### config.mk
export PLATFORM = sky130hd
export DESIGN_NAME = sin_pout_bank_flat
export DESIGN_NICKNAME = d
export VERILOG_FILES = /design/src/rtl/sin_pout_pkg.sv /design/src/rtl/sin_pout_bank_if.sv /design/src/rtl/sin_pout_bank_shifter.sv /design/src/rtl/sin_pout_bank.sv /design/src/flat_wrapper.sv
export SDC_FILE = /design/constraint.sdc
export NUM_CORES = 1
export LEC_CHECK = 0
export BUFFER_PORTS_ARGS = -buffer_cell sky130_fd_sc_hd__buf_2
export CELL_PAD_IN_SITES_DETAIL_PLACEMENT = 0
export CELL_PAD_IN_SITES_GLOBAL_PLACEMENT = 2
export CORE_ASPECT_RATIO = 0.7
export CORE_MARGIN = 2
export CORE_UTILIZATION = 31
export CTS_CLUSTER_SIZE = 24
export DETAILED_ROUTE_END_ITERATION = 7
export PLACE_DENSITY = 0.73
export RECOVER_POWER = 100
export SLEW_MARGIN = 0
export SYNTH_ARGS = -nofsm -noshare
export SYNTH_HDL_FRONTEND = slang
export SYNTH_HIERARCHICAL = 1
export SYNTH_SLANG_ARGS = --single-unit
### constraint.sdc
create_clock -name clk -period 1.9 [get_ports clk]
set_input_delay 0.38 -clock clk [delete_from_list [all_inputs] [get_ports clk]]
set_output_delay 0.38 -clock clk [all_outputs]
set_load 0.02 [all_outputs]
### src/rtl/sin_pout_pkg.sv
// sin_pout_pkg: shared constants and helpers for the sin_pout_bank receiver.
//   clog2      - ceiling log2, usable in constant expressions
//   chan_w     - channel-index width, never below 1
//   PARITY_BITS/FRAME_LEN - frame length for the default width; grows by one
//                when SIN_POUT_PARITY_EN is defined (trailing odd-parity bit)
package sin_pout_pkg;

    localparam int DEF_WIDTH    = 8;
    localparam int DEF_CHANNELS = 4;

`ifdef SIN_POUT_PARITY_EN
    localparam int PARITY_BITS = 1;
`else
    localparam int PARITY_BITS = 0;
`endif

    localparam int FRAME_LEN = DEF_WIDTH + PARITY_BITS;

    function automatic int clog2(input int n);
        int r;
        r = 0;
        while ((1 << r) < n) r++;
        return r;
    endfunction

    function automatic int chan_w(input int channels);
        return (clog2(channels) < 1) ? 1 : clog2(channels);
    endfunction

endpackage

### src/rtl/sin_pout_bank_if.sv
// sin_pout_if: host-side bus of the serial-in / parallel-out bank.
//   select    qualifies din/le; low means hold everything
//   le        latch strobe (no shift in a cycle where it is sampled)
//   chan      destination channel for le
//   din       serial data
//   dout      all channel registers, channel k at dout[k*WIDTH +: WIDTH]
//   strobe    one-cycle pulse on the channel just committed
//   frame_err result of the most recent latch attempt (1 = rejected)
//   count     bits shifted since the last latch attempt, saturating
// Modports: master = host, slave = sin_pout_bank.
interface sin_pout_if
    import sin_pout_pkg::*;
#(
    parameter int WIDTH    = DEF_WIDTH,
    parameter int CHANNELS = DEF_CHANNELS
);
    localparam int CHAN_W = chan_w(CHANNELS);
    localparam int CNT_W  = clog2(WIDTH + 2);

    logic                        select;
    logic                        le;
    logic [CHAN_W-1:0]           chan;
    logic                        din;
    logic [0:CHANNELS*WIDTH-1]   dout;
    logic [0:CHANNELS-1]         strobe;
    logic                        frame_err;
    logic [CNT_W-1:0]            count;

    modport master (
        output select, le, chan, din,
        input  dout, strobe, frame_err, count
    );

    modport slave (
        input  select, le, chan, din,
        output dout, strobe, frame_err, count
    );

endinterface

### src/rtl/sin_pout_bank_shifter.sv
// sin_pout_shifter: serial shift register with saturating bit counter.
//   shift_en  shift din in this cycle (select & ~le)
//   clear     latch attempt this cycle: zero the counter (and parity),
//             keep the shift register contents
//   data      WIDTH data bits, bit i of the channel value at data[i]
//   count     bits shifted since the last clear, saturating at all-ones
//   frame_ok  the bits shifted so far form exactly one valid frame
// With SIN_POUT_PARITY_EN the register is one bit wider and the last bit
// shifted is an odd-parity bit, dropped from data.
module sin_pout_shifter
    import sin_pout_pkg::*;
#(
    parameter int WIDTH     = DEF_WIDTH,
    parameter int MSB_FIRST = 1,
    parameter int CNT_W     = 4
) (
    input  logic               clk,
    input  logic               reset,
    input  logic               shift_en,
    input  logic               clear,
    input  logic               din,
    output logic [0:WIDTH-1]   data,
    output logic [CNT_W-1:0]   count,
    output logic               frame_ok
);
    localparam int SH_W = WIDTH + PARITY_BITS;
    // LSB-first with parity leaves the parity bit at index 0, data above it.
    localparam int DATA_OFF = (PARITY_BITS != 0 && MSB_FIRST == 0) ? 1 : 0;

    logic [0:SH_W-1] sh, sh_next;

    // MSB_FIRST=1 moves bits toward index 0 so the first bit ends at bit 0;
    // MSB_FIRST=0 moves them toward SH_W-1.
    always_comb begin
        sh_next = sh;
        if (MSB_FIRST != 0) begin
            for (int i = 0; i < SH_W - 1; i++) sh_next[i] = sh[i+1];
            sh_next[SH_W-1] = din;
        end else begin
            for (int i = 1; i < SH_W; i++) sh_next[i] = sh[i-1];
            sh_next[0] = din;
        end
    end

    always_ff @(posedge clk) begin
        if (reset) begin
            sh    <= '0;
            count <= '0;
        end else if (clear) begin
            count <= '0;
        end else if (shift_en) begin
            sh <= sh_next;
            if (count != '1) count <= count + 1'b1;
        end
    end

    assign data = sh[DATA_OFF +: WIDTH];

`ifdef SIN_POUT_PARITY_EN
    // Running XOR of the bits shifted since the last latch attempt; with the
    // count exactly SH_W these are precisely the register contents.
    logic par;

    always_ff @(posedge clk) begin
        if (reset || clear) par <= 1'b0;
        else if (shift_en)  par <= par ^ din;
    end

    assign frame_ok = (count == CNT_W'(SH_W)) && par;
`else
    assign frame_ok = (count == CNT_W'(SH_W));
`endif

endmodule

### src/rtl/sin_pout_bank.sv
// sin_pout_bank: serial-in, parallel-out receiver with CHANNELS latched
// output registers.
//   clk, reset  rising-edge clock, synchronous active-high reset
//   bus         sin_pout_if slave: select/le/chan/din in; dout/strobe/
//               frame_err/count out
// A latch attempt (select & le) commits the shift register into channel
// chan only when exactly one frame has been shifted and chan exists;
// otherwise frame_err is raised. dout, strobe and frame_err are registered.
// Optional feature: define SIN_POUT_PARITY_EN for a trailing odd-parity bit.
module sin_pout_bank
    import sin_pout_pkg::*;
#(
    parameter int WIDTH     = DEF_WIDTH,
    parameter int CHANNELS  = DEF_CHANNELS,
    parameter int MSB_FIRST = 1
) (
    input  logic         clk,
    input  logic         reset,
    sin_pout_if.slave    bus
);
    localparam int CHAN_W = chan_w(CHANNELS);
    localparam int CNT_W  = clog2(WIDTH + 2);

    logic                latch_try;
    logic                chan_ok;
    logic                accept;
    logic                frame_ok;
    logic [0:WIDTH-1]    data;
    logic [0:CHANNELS-1] hit;
    logic [0:CHANNELS-1] strobe_q;
    logic                frame_err_q;

    assign latch_try = bus.select & bus.le;
    assign chan_ok   = (32'(bus.chan) < CHANNELS);
    assign accept    = latch_try & frame_ok & chan_ok;

    sin_pout_shifter #(
        .WIDTH     (WIDTH),
        .MSB_FIRST (MSB_FIRST),
        .CNT_W     (CNT_W)
    ) u_shifter (
        .clk      (clk),
        .reset    (reset),
        .shift_en (bus.select & ~bus.le),
        .clear    (latch_try),
        .din      (bus.din),
        .data     (data),
        .count    (bus.count),
        .frame_ok (frame_ok)
    );

    // One-hot channel decode; doubles as the per-channel latch enable and
    // the next strobe value.
    always_comb begin
        hit = '0;
        for (int k = 0; k < CHANNELS; k++)
            hit[k] = accept && (bus.chan == CHAN_W'(k));
    end

    for (genvar k = 0; k < CHANNELS; k++) begin : g_ch
        logic [0:WIDTH-1] lat;

        always_ff @(posedge clk) begin
            if (reset)       lat <= '0;
            else if (hit[k]) lat <= data;
        end

        assign bus.dout[k*WIDTH +: WIDTH] = lat;
    end

    // strobe is rebuilt every cycle so it falls after one cycle, including
    // when select drops; frame_err only moves on a latch attempt.
    always_ff @(posedge clk) begin
        if (reset) begin
            strobe_q    <= '0;
            frame_err_q <= 1'b0;
        end else begin
            strobe_q <= hit;
            if (latch_try) frame_err_q <= ~accept;
        end
    end

    assign bus.strobe    = strobe_q;
    assign bus.frame_err = frame_err_q;

endmodule

### src/flat_wrapper.sv
// flat-port wrapper written by rule: the top's interface ports become plain ports
module sin_pout_bank_flat import sin_pout_pkg::*;
#(
    parameter int WIDTH     = DEF_WIDTH,
    parameter int CHANNELS  = DEF_CHANNELS,
    parameter int MSB_FIRST = 1
)
  (clk, reset, bus_select, bus_le, bus_chan, bus_din, bus_dout, bus_strobe, bus_frame_err, bus_count);
  sin_pout_if #(.WIDTH(WIDTH), .CHANNELS(CHANNELS)) bus_i ();
  input  logic clk;
  input  logic reset;
  input wire logic [$bits(bus_i.select)-1:0] bus_select;
  input wire logic [$bits(bus_i.le)-1:0] bus_le;
  input wire logic [$bits(bus_i.chan)-1:0] bus_chan;
  input wire logic [$bits(bus_i.din)-1:0] bus_din;
  output wire logic [$bits(bus_i.dout)-1:0] bus_dout;
  output wire logic [$bits(bus_i.strobe)-1:0] bus_strobe;
  output wire logic [$bits(bus_i.frame_err)-1:0] bus_frame_err;
  output wire logic [$bits(bus_i.count)-1:0] bus_count;
  assign bus_i.select = bus_select;
  assign bus_i.le = bus_le;
  assign bus_i.chan = bus_chan;
  assign bus_i.din = bus_din;
  assign bus_dout = bus_i.dout;
  assign bus_strobe = bus_i.strobe;
  assign bus_frame_err = bus_i.frame_err;
  assign bus_count = bus_i.count;
  sin_pout_bank #(.WIDTH(WIDTH), .CHANNELS(CHANNELS), .MSB_FIRST(MSB_FIRST)) u_core (.clk(clk), .reset(reset), .bus(bus_i));
endmodule
* Word level (Yosys, flattened, before mapping)
Index checks and enable logic that the tools add are counted.
W data, S select, Z words.
** Storage, ports and cells
- Output and inout bits :: 41
- Flip-flop bits (word level) :: 49
- Memories kept :: 0
- Bits in read-only memories :: 0
- Bits in latches :: 0
- Bits in writable memories :: 0
- Bits of input ports :: 7
- Word-level logic and storage cells :: 28
** Cells by class
- Order comparisons :: 0
- Bitwise logic cells :: 6
- Add/sub/neg operators :: 1
- Multiplexer cells :: 0
- Equality and inequality tests :: 5
- Shift-type cells :: 0
- Reductions and logical operators :: 8
- Divide/modulo/power cells :: 0
- $mul :: 0
** Operators by type and width (count)
- $add A4 B1 Y4 const B :: 1
- $eq A2 B2 Y1 const B :: 2
- $eq A4 B4 Y1 const B :: 1
- $logic_and A1 B1 Y1 :: 4
- $ne A4 B4 Y1 const B :: 1
- $reduce_and A2 Y1 :: 2
- $and A1 B1 Y1 :: 3
- $not A1 Y1 :: 3
- $eq A2 B1 Y1 const B :: 1
- $logic_not A2 Y1 :: 1
- $reduce_or A2 Y1 :: 1

* Longest topological paths before layout
Gate-level depths: netlist of the first run.
- Word-level depth :: 3
- Depth in mapped cells :: 8
- Mapped depth without buffers :: 7

* Modules after synthesis
The synthesis of the first run kept the hierarchy.
** Modules (own cells, without submodules)
- sin_pout_bank :: sequential area each 740.7 um^2, area an instance 1461.4 um^2, cells an instance 141, times used 1
- sin_pout_shifter :: sequential area each 240.2 um^2, area an instance 500.5 um^2, cells an instance 64, times used 1

* Least setup slack after synthesis of the first run
OpenSTA, ideal clock, no wires.
- Path type :: register to register
- Start point :: register u_core.u_shifter.count[0]
- End point :: register u_core/g_ch[0].lat[1] in the netlist's numbering
- Arrival :: 1592 ps
- Setup time :: 121 ps
- Path slack :: 187 ps
- Path buffers :: 1
- Cell stages (with the launch flop) :: 9
- Required time :: 1779 ps
- Clock period less this slack :: 1713 ps
- Cell sequence :: dfxtp_1 -> inv_1 -> ha_1 -> nand2_1 -> nor2_1 -> nand3_2 -> or3_1 -> buf_6 -> mux2i_1
** Between the ends
- Cells in the longest elaborated chain, start to end :: 3
** RTL lines
- from (decl) :: RTL line sin_pout_bank_shifter.sv:23 : output logic [CNT_W-1:0] count,
- from (signal assigned) :: RTL line sin_pout_bank_shifter.sv:53 : if (count != '1) count <= count + 1'b1;
- $eq A4 B4 Y1 :: RTL line sin_pout_bank_shifter.sv:71 : assign frame_ok = (count == CNT_W'(SH_W));
- net u_core.frame_ok :: RTL line sin_pout_bank.sv:27 : logic frame_ok;
- $and A1 B1 Y1 :: RTL line sin_pout_bank.sv:35 : assign accept = latch_try & frame_ok & chan_ok;
- $logic_and A1 B1 Y1 :: RTL line sin_pout_bank.sv:57 : hit[k] = accept && (bus.chan == CHAN_W'(k));
- to (signal assigned) :: RTL line sin_pout_bank.sv:65 : else if (hit[k]) lat <= data;
- to (decl) :: RTL line sin_pout_bank.sv:61 : logic [0:WIDTH-1] lat;
The timed path passes the listed nets, and every way through them passes these cells.
A chain may end at the register's enable or synchronous reset.

* Worst setup path in the final report of the first run
- Start point :: register u_core.u_shifter.count[0]
- End point :: register u_core/g_ch[1].lat[4] in the netlist's numbering
** Between the ends
- Cells in the longest elaborated chain, start to end :: 3
** RTL lines (RTL line)
- $eq A4 B4 Y1 :: sin_pout_bank_shifter.sv:71
- net u_core.frame_ok :: sin_pout_bank.sv:27
- $and A1 B1 Y1 :: sin_pout_bank.sv:35
- $logic_and A1 B1 Y1 :: sin_pout_bank.sv:57
- to (signal assigned) :: sin_pout_bank.sv:65
- to (decl) :: sin_pout_bank.sv:61
The timed path passes the listed nets, and every way through them passes these cells.

==> key figures, run 1 <==
Run status
  – Outcome: finished clean

Power
  – P_leak: 0.910 nW
  – Maximum VDD drop: 0.467 mV
  – Pwr dens: 802 nW/um^2

Global route
  – Vias in the first global route: 1439
  – Tot GR Track Use: 13.4%
  – Initial antenna violation count: 0
  – First-pass GRT wire length: 7370 um
  – Largest net degree at the start of global routing: 38
  – Global route overflow: 0

Critical path
  – Crit Path Max Fanout: 9
  – CP endpoint kind: flip-flop
  – Setup crit start kind: flip-flop
  – Worst Path Arrival: 1.91 ns
  – Worst setup path class: reg2reg
  – WP data required: 2.13 ns

Place
  – I/O Buffers: 47
  – Half-perimeter wire length after placement: 3140 um
  – Cells after DPL: 324
  – Final RePlAce weighted congestion: 0.685

Die
  – Area of the die: 6990 um^2
  – Die H: 70.6 um
  – IO Pins: 48
  – Core box area: 6190 um^2
  – Std cell rows: 24
  – Die W: 99.1 um
  – Initial Util: 31.7%

Routing
  – Drt initial violations: 61
  – DRC: 0
  – ANT nets after route: 0
  – Overall routed net length: 4540 um
  – Via count: 1538
  – Vias per cell: 4.62
  – Wire per inst: 13.6 um
  – Drt pass-1 iters: 4

Timing
  – Clock Skew: 0.00739 ns
  – Worst-Margin Slew: 0.564 ns
  – Slew Limit Fails: 0
  – Period utilization: 88.7%
  – Final Hold Viols: 0
  – Worst slew margin: 62.4%
  – Min Tclk post-route: 1.69 ns
  – Total Negative Setup Slacks: 0 ns
  – Setup violators final: 0
  – RSZ-0062 raised after global routing: no
  – Achievable frequency: 593 MHz

Logic synthesis
  – Yosys top cell area share: 50.0%
  – Yosys cell types: 27
  – Post-Syn Nets: 214
  – Synth Register Bits: 49
  – Post-Syn Area: 1960 um^2
  – Yosys top cell by area: dfxtp_1
  – Synth top area cells: dfxtp_1 (50%), mux2i_1 (13%), nand2b_1 (11%)
  – Synthesized instance count: 205
  – Mean post-synth cell area: 9.57 um^2
  – Sequential area share after synthesis: 50.0%
  – Yosys warns: 6

Clock tree
  – Clock tree from TritonCTS: built
  – Root buf cell: clkbuf_8
  – Clock H-tree levels: 2
  – Clock buffer depth: 2
  – Cts bufs inserted: 5
  – Worst-Skew Late Latency: 0.30 ns
  – # clock sinks: 49
  – Clock-pin slew on the worst setup and hold paths: 0.09 ns
  – Hold-fix buffers, CTS: 0

Finish
  – Commonest non-fill, non-tap cell in the layout: dfxtp_1
  – Fin nets: 263
  – Commonest non-fill, non-tap cells in the layout: dfxtp_1 (49), clkbuf_1 (42), nand2b_1 (33)
  – Share of layout cells above drive strength 1: 8.63%
  – Antenna diode count: 0
  – Fillers: 642
  – Finished Layout Cells: 333
  – Layout area overhead: 19.9%
  – Post-layout util: 38.0%

Run
  – Max Cap Viol: 0

Worst hold path
  – Worst min-delay path category: in2reg
## power by group
| group | internal [W] | switching, W |
|---|---|---|
| Sequential | 0.00103 | 0.00000375 |
| Combinational | 0.0000269 | 0.0000467 |
| Clock | 0.000428 | 0.000351 |
| Total | 0.00149 | 0.000402 |
## timing repair
| item | in CTS | in global routing |
|---|---|---|
| endpoints found under the setup margin | 0 | 12 |
| gates resized for setup | 0 | 1 |
| buffers inserted | 0 | 1 |
## state kept, by name, summed over array words and instances (netlist names)
register,flops
u_core/g_ch.lat,32
u_core/bus.strobe,4
u_core/bus.frame_err,1
u_core/u_shifter/data,8
u_core/u_shifter/count,4
## layout make-up
cell class,instances,area [um^2],area share (%)
flip-flops and latches,49,981,41.7
inverters,3,11.3,0.479
well taps,78,97.6,4.15
multi-input cells,141,897,38.1
repair buffers,54,245,10.4
clock inverters,2,37.5,1.60
clock buffers,6,82.6,3.51
## cells in the mapped netlist
master and count:
nor3_1 1, dfxtp_1 49, or3_1 1, buf_2 2, inv_1 3, nand2_1 23, mux2i_1 26, clkbuf_2 3
ha_1 2, buf_6 1, nand2b_1 33, a2111oi_0 1, nor2_1 8, clkbuf_1 6, nand3_1 1, o21ai_1 8
nand3_2 1, or3b_1 1, a21oi_1 9, nor2b_1 10, o21ai_0 9, a2111oi_1 1, nand4_1 2, nor3b_4 1
and2_1 1, or2_1 1, nand4_2 1
## metal layers
metal / part of all wire [%] / track usage (%)
met4: 0.79 / 3.65
met3: 6.3 / 4.74
met1: 52 / 19.0
met5: 0 / 0
met2: 41 / 19.3
## metrics by stage
step                setup slack (ns)  hold WS [ns]  instance area (um^2)  power (W)
floorplan                      0.187         0.437                  1960    0.00111
global placement               0.130         0.449                  2280    0.00114
detailed placement            0.0968         0.453                  2280    0.00114
CTS                           0.0674         0.300                  2400    0.00193
global route                  0.0221         0.314                  2350    0.00197
finish                         0.214         0.309                  2350    0.00189
## critical path, stage by stage (launching register included)
cell,delay [ns]
dfxtp_1,0.36
inv_1,0.09
ha_1,0.15
nand2_1,0.05
nor2_1,0.15
buf_4,0.14
nand4_1,0.10
or2_1,0.37
o21ai_0,0.20
## final timing paths
kind / start / end / slack [ns] / cells after the start
hold reg to reg: u_core/u_shifter/data[0] / u_core/u_shifter/data[0] / 0.47 / 2
setup / recovery: u_core/u_shifter/count[0] / u_core/g_ch[1].lat[4] / 0.21 / 8
hold / removal: bus_din / u_core/u_shifter/data[7] / 0.31 / 3
setup reg to reg: u_core/u_shifter/count[0] / u_core/g_ch[1].lat[4] / 0.21 / 8
## cell families after synthesis
family	share of synthesized area (%)
AND/OR/NAND/NOR	24.3
AO/OA/AOI/OAI	7.59
adder cells (fa/ha/maj)	1.28
buffers and inverters	3.57
flip-flops	50.0
multiplexers	13.3
Note: power is estimated with default switching activity, not from simulation.
==> run 2: changes to the inputs <==
--- a/config.mk
+++ b/config.mk
@@ -13,6 +13,7 @@
 export CORE_UTILIZATION = 31
 export CTS_CLUSTER_SIZE = 24
 export DETAILED_ROUTE_END_ITERATION = 7
+export GPL_TIMING_DRIVEN = 0
 export PLACE_DENSITY = 0.73
 export RECOVER_POWER = 100
 export SLEW_MARGIN = 0
==> run 2 against run 1 <==
Compared with the run above:
- clock skew grew 0.0042 ns
- setup slack got worse by 0.082 ns
- via count shrank 0.13%
- sequential share of layout area is 0.11 points lower
- register-to-register slack lost 0.08 ns
==> key figures, run 2 (same netlist as run 1, synthesis figures left out) <==
Global route
  – Vias in the first global route: 1498 (+4.1%)
  – Largest net degree at the start of global routing: 16 (-58%)
  – Tot GR Track Use: 14.0% (+0.64 points)
  – First-pass GRT wire length: 7620 um (+3.5%)
  – Initial antenna violation count: 0 (unchanged)
  – Global route overflow: 0 (unchanged)

Die
  – IO Pins: 48 (unchanged)
  – Die W: 99.1 um (unchanged)
  – Std cell rows: 24 (unchanged)
  – Die H: 70.6 um (unchanged)
  – Core box area: 6190 um^2 (unchanged)
  – Area of the die: 6990 um^2 (unchanged)
  – Initial Util: 31.7% (unchanged)

Finish
  – Commonest non-fill, non-tap cell in the layout: clkbuf_1
  – Antenna diode count: 0 (unchanged)
  – Share of layout cells above drive strength 1: 8.43% (-0.20 points)
  – Most flops, register: u_core/g_ch.lat
  – Commonest non-fill, non-tap cells in the layout: clkbuf_1 (50), dfxtp_1 (49), nand2b_1 (33)
  – Fin nets: 269 (+2.3%)
  – Layout area overhead: 20.2%
  – Max reg flops: 32 (unchanged)

Critical path
  – Max stage delay cell, worst path: or3b_1
  – Worst-path cell chain: inv_1 -> ha_1 -> nand2_1 -> nor2_2 -> nand3_2 -> or3b_1 -> mux2i_1
  – Worst Path Arrival: 1.96 ns (+0.05 ns)
  – Max stage delay on crit path: 0.48 ns (+0.11 ns)
  – WP data required: 2.09 ns (-0.04 ns)
  – CP endpoint kind: flip-flop
  – Worst setup path class: reg2reg
  – Crit Path Max Fanout: 5 (-4)
  – Setup crit start kind: flip-flop

Power
  – Maximum VDD drop: 0.271 mV (-42%)
  – Power Total: 0.00173 W (-8.2%)
  – Pwr dens: 735 nW/um^2 (-8.4%)
  – P_leak: 0.896 nW (-1.6%)

Routing
  – Wire per inst: 13.7 um (+0.59%)
  – Drt initial violations: 74 (+21%)
  – ANT nets after route: 0 (unchanged)
  – DRC: 0 (unchanged)
  – Overall routed net length: 4650 um (+2.4%)
  – Via count: 1536 (-0.13%)
  – Drt pass-1 iters: 4 (unchanged)
  – Vias per cell: 4.53 (-1.9%)

Place
  – Half-perimeter wire length after placement: 3340 um (+6.4%)
  – I/O Buffers: 47 (unchanged)
  – Final RePlAce weighted congestion: 0.713 (+4.1%)

Timing
  – Period utilization: 93.0% (+4.3 points)
  – Final Hold Viols: 0 (unchanged)
  – Achievable frequency: 566 MHz (-4.6%)
  – Min Tclk post-route: 1.77 ns (+0.0818 ns)
  – Slew Limit Fails: 0 (unchanged)
  – RSZ-0062 raised after global routing: no
  – Setup violators final: 0 (unchanged)
  – Total Negative Setup Slacks: 0 ns (unchanged)
  – Clock Skew: 0.0116 ns (+0.00419 ns)
  – Worst-Margin Slew: 0.521 ns (-0.0424 ns)
  – Worst slew margin: 65.2% (+2.8 points)

Run status
  – Outcome: finished clean

Clock tree
  – Clock tree from TritonCTS: built
  – Cts bufs inserted: 5 (unchanged)
  – Clock H-tree levels: 2 (unchanged)
  – Root buf cell: clkbuf_8
  – Worst-Skew Late Latency: 0.30 ns (about the same)
  – Clock-pin slew on the worst setup and hold paths: 0.10 ns (about the same)
  – Hold-fix buffers, CTS: 0 (unchanged)
  – Clock buffer depth: 2 (unchanged)
  – # clock sinks: 49 (unchanged)

Worst hold path
  – Worst min-delay path category: in2reg

Run
  – Max Cap Viol: 0 (unchanged)
## run 2: cell types whose count changed in the layout (fill, tap and decap cells not counted), moves of 3 or more
| cell | before | now |
|---|---|---|
| clkbuf_1 | 42 | 50 |
| buf_4 | 5 | 0 |
| clkbuf_2 | 1 | 4 |
| o21ai_0 | 12 | 9 |
| o21ai_1 | 5 | 8 |
## run 2: path summary, 6_finish.rpt
kind,from,to,slack [ns],cells after the start
max,u_core/u_shifter/count[0],u_core/g_ch[2].lat[7],0.13,7
min reg2reg,u_core/u_shifter/data[0],u_core/u_shifter/data[0],0.46,2
min,bus_din,u_core/u_shifter/data[7],0.31,3
max reg2reg,u_core/u_shifter/count[0],u_core/g_ch[2].lat[7],0.13,7
## run 2: repair_timing
item	4_1_cts	5_1_grt
gates resized for setup	0	2
buffers inserted	0	1
endpoints found under the setup margin	0	15
## run 2: critical path: cells and delay by family, from the launching register on
family / cells / cell delay, ns
muxes: 1 / 0.15
DFF: 1 / 0.36
and+or+nand+nor: 4 / 0.92
buffers and inverters: 1 / 0.08
adders and majority gates: 1 / 0.15
## run 2: layout make-up
type                    count  area [um^2]
repair buffers             48          203
inverters                   3         11.3
clock buffers               6         72.6
fillers                   684         3830
flip-flops and latches     49          981
multi-input cells         141          921
well taps                  78         97.6
plain buffers              12         57.6
clock inverters             2         15.0
## run 2: routing by layer
metal / vias to the layer above / share of wire (%) / global-route usage, %
li1: 787 / - / -
met1: 708 / 54 / 20.5
met2: 36 / 40 / 20.0
met3: 5 / 5.5 / 4.15
met4: 0 / 0.90 / 4.11
met5: - / 0 / 0
## run 2: per-stage QoR
step                      instance area [um^2]  utilization, %  setup WS (ns)  hold slack (ns)  cells
final                                     2360            38.1          0.132            0.311    339
after CTS                                 2380            38.5         0.0251            0.301    338
after floorplan                           1960               -          0.187            0.437    205
after global routing                      2360            38.1         0.0175            0.327    339
after detailed placement                  2290            37.1         0.0806            0.452    330
after global placement                    2290            37.1         0.0694            0.451    330
## run 2: where the power goes
part | total, W | internal (W) | switching (W)
Clock | 0.000619 | 0.000260 | 0.000359
Combinational | 0.0000802 | 0.0000281 | 0.0000521
Sequential | 0.00103 | 0.00103 | 0.00000387
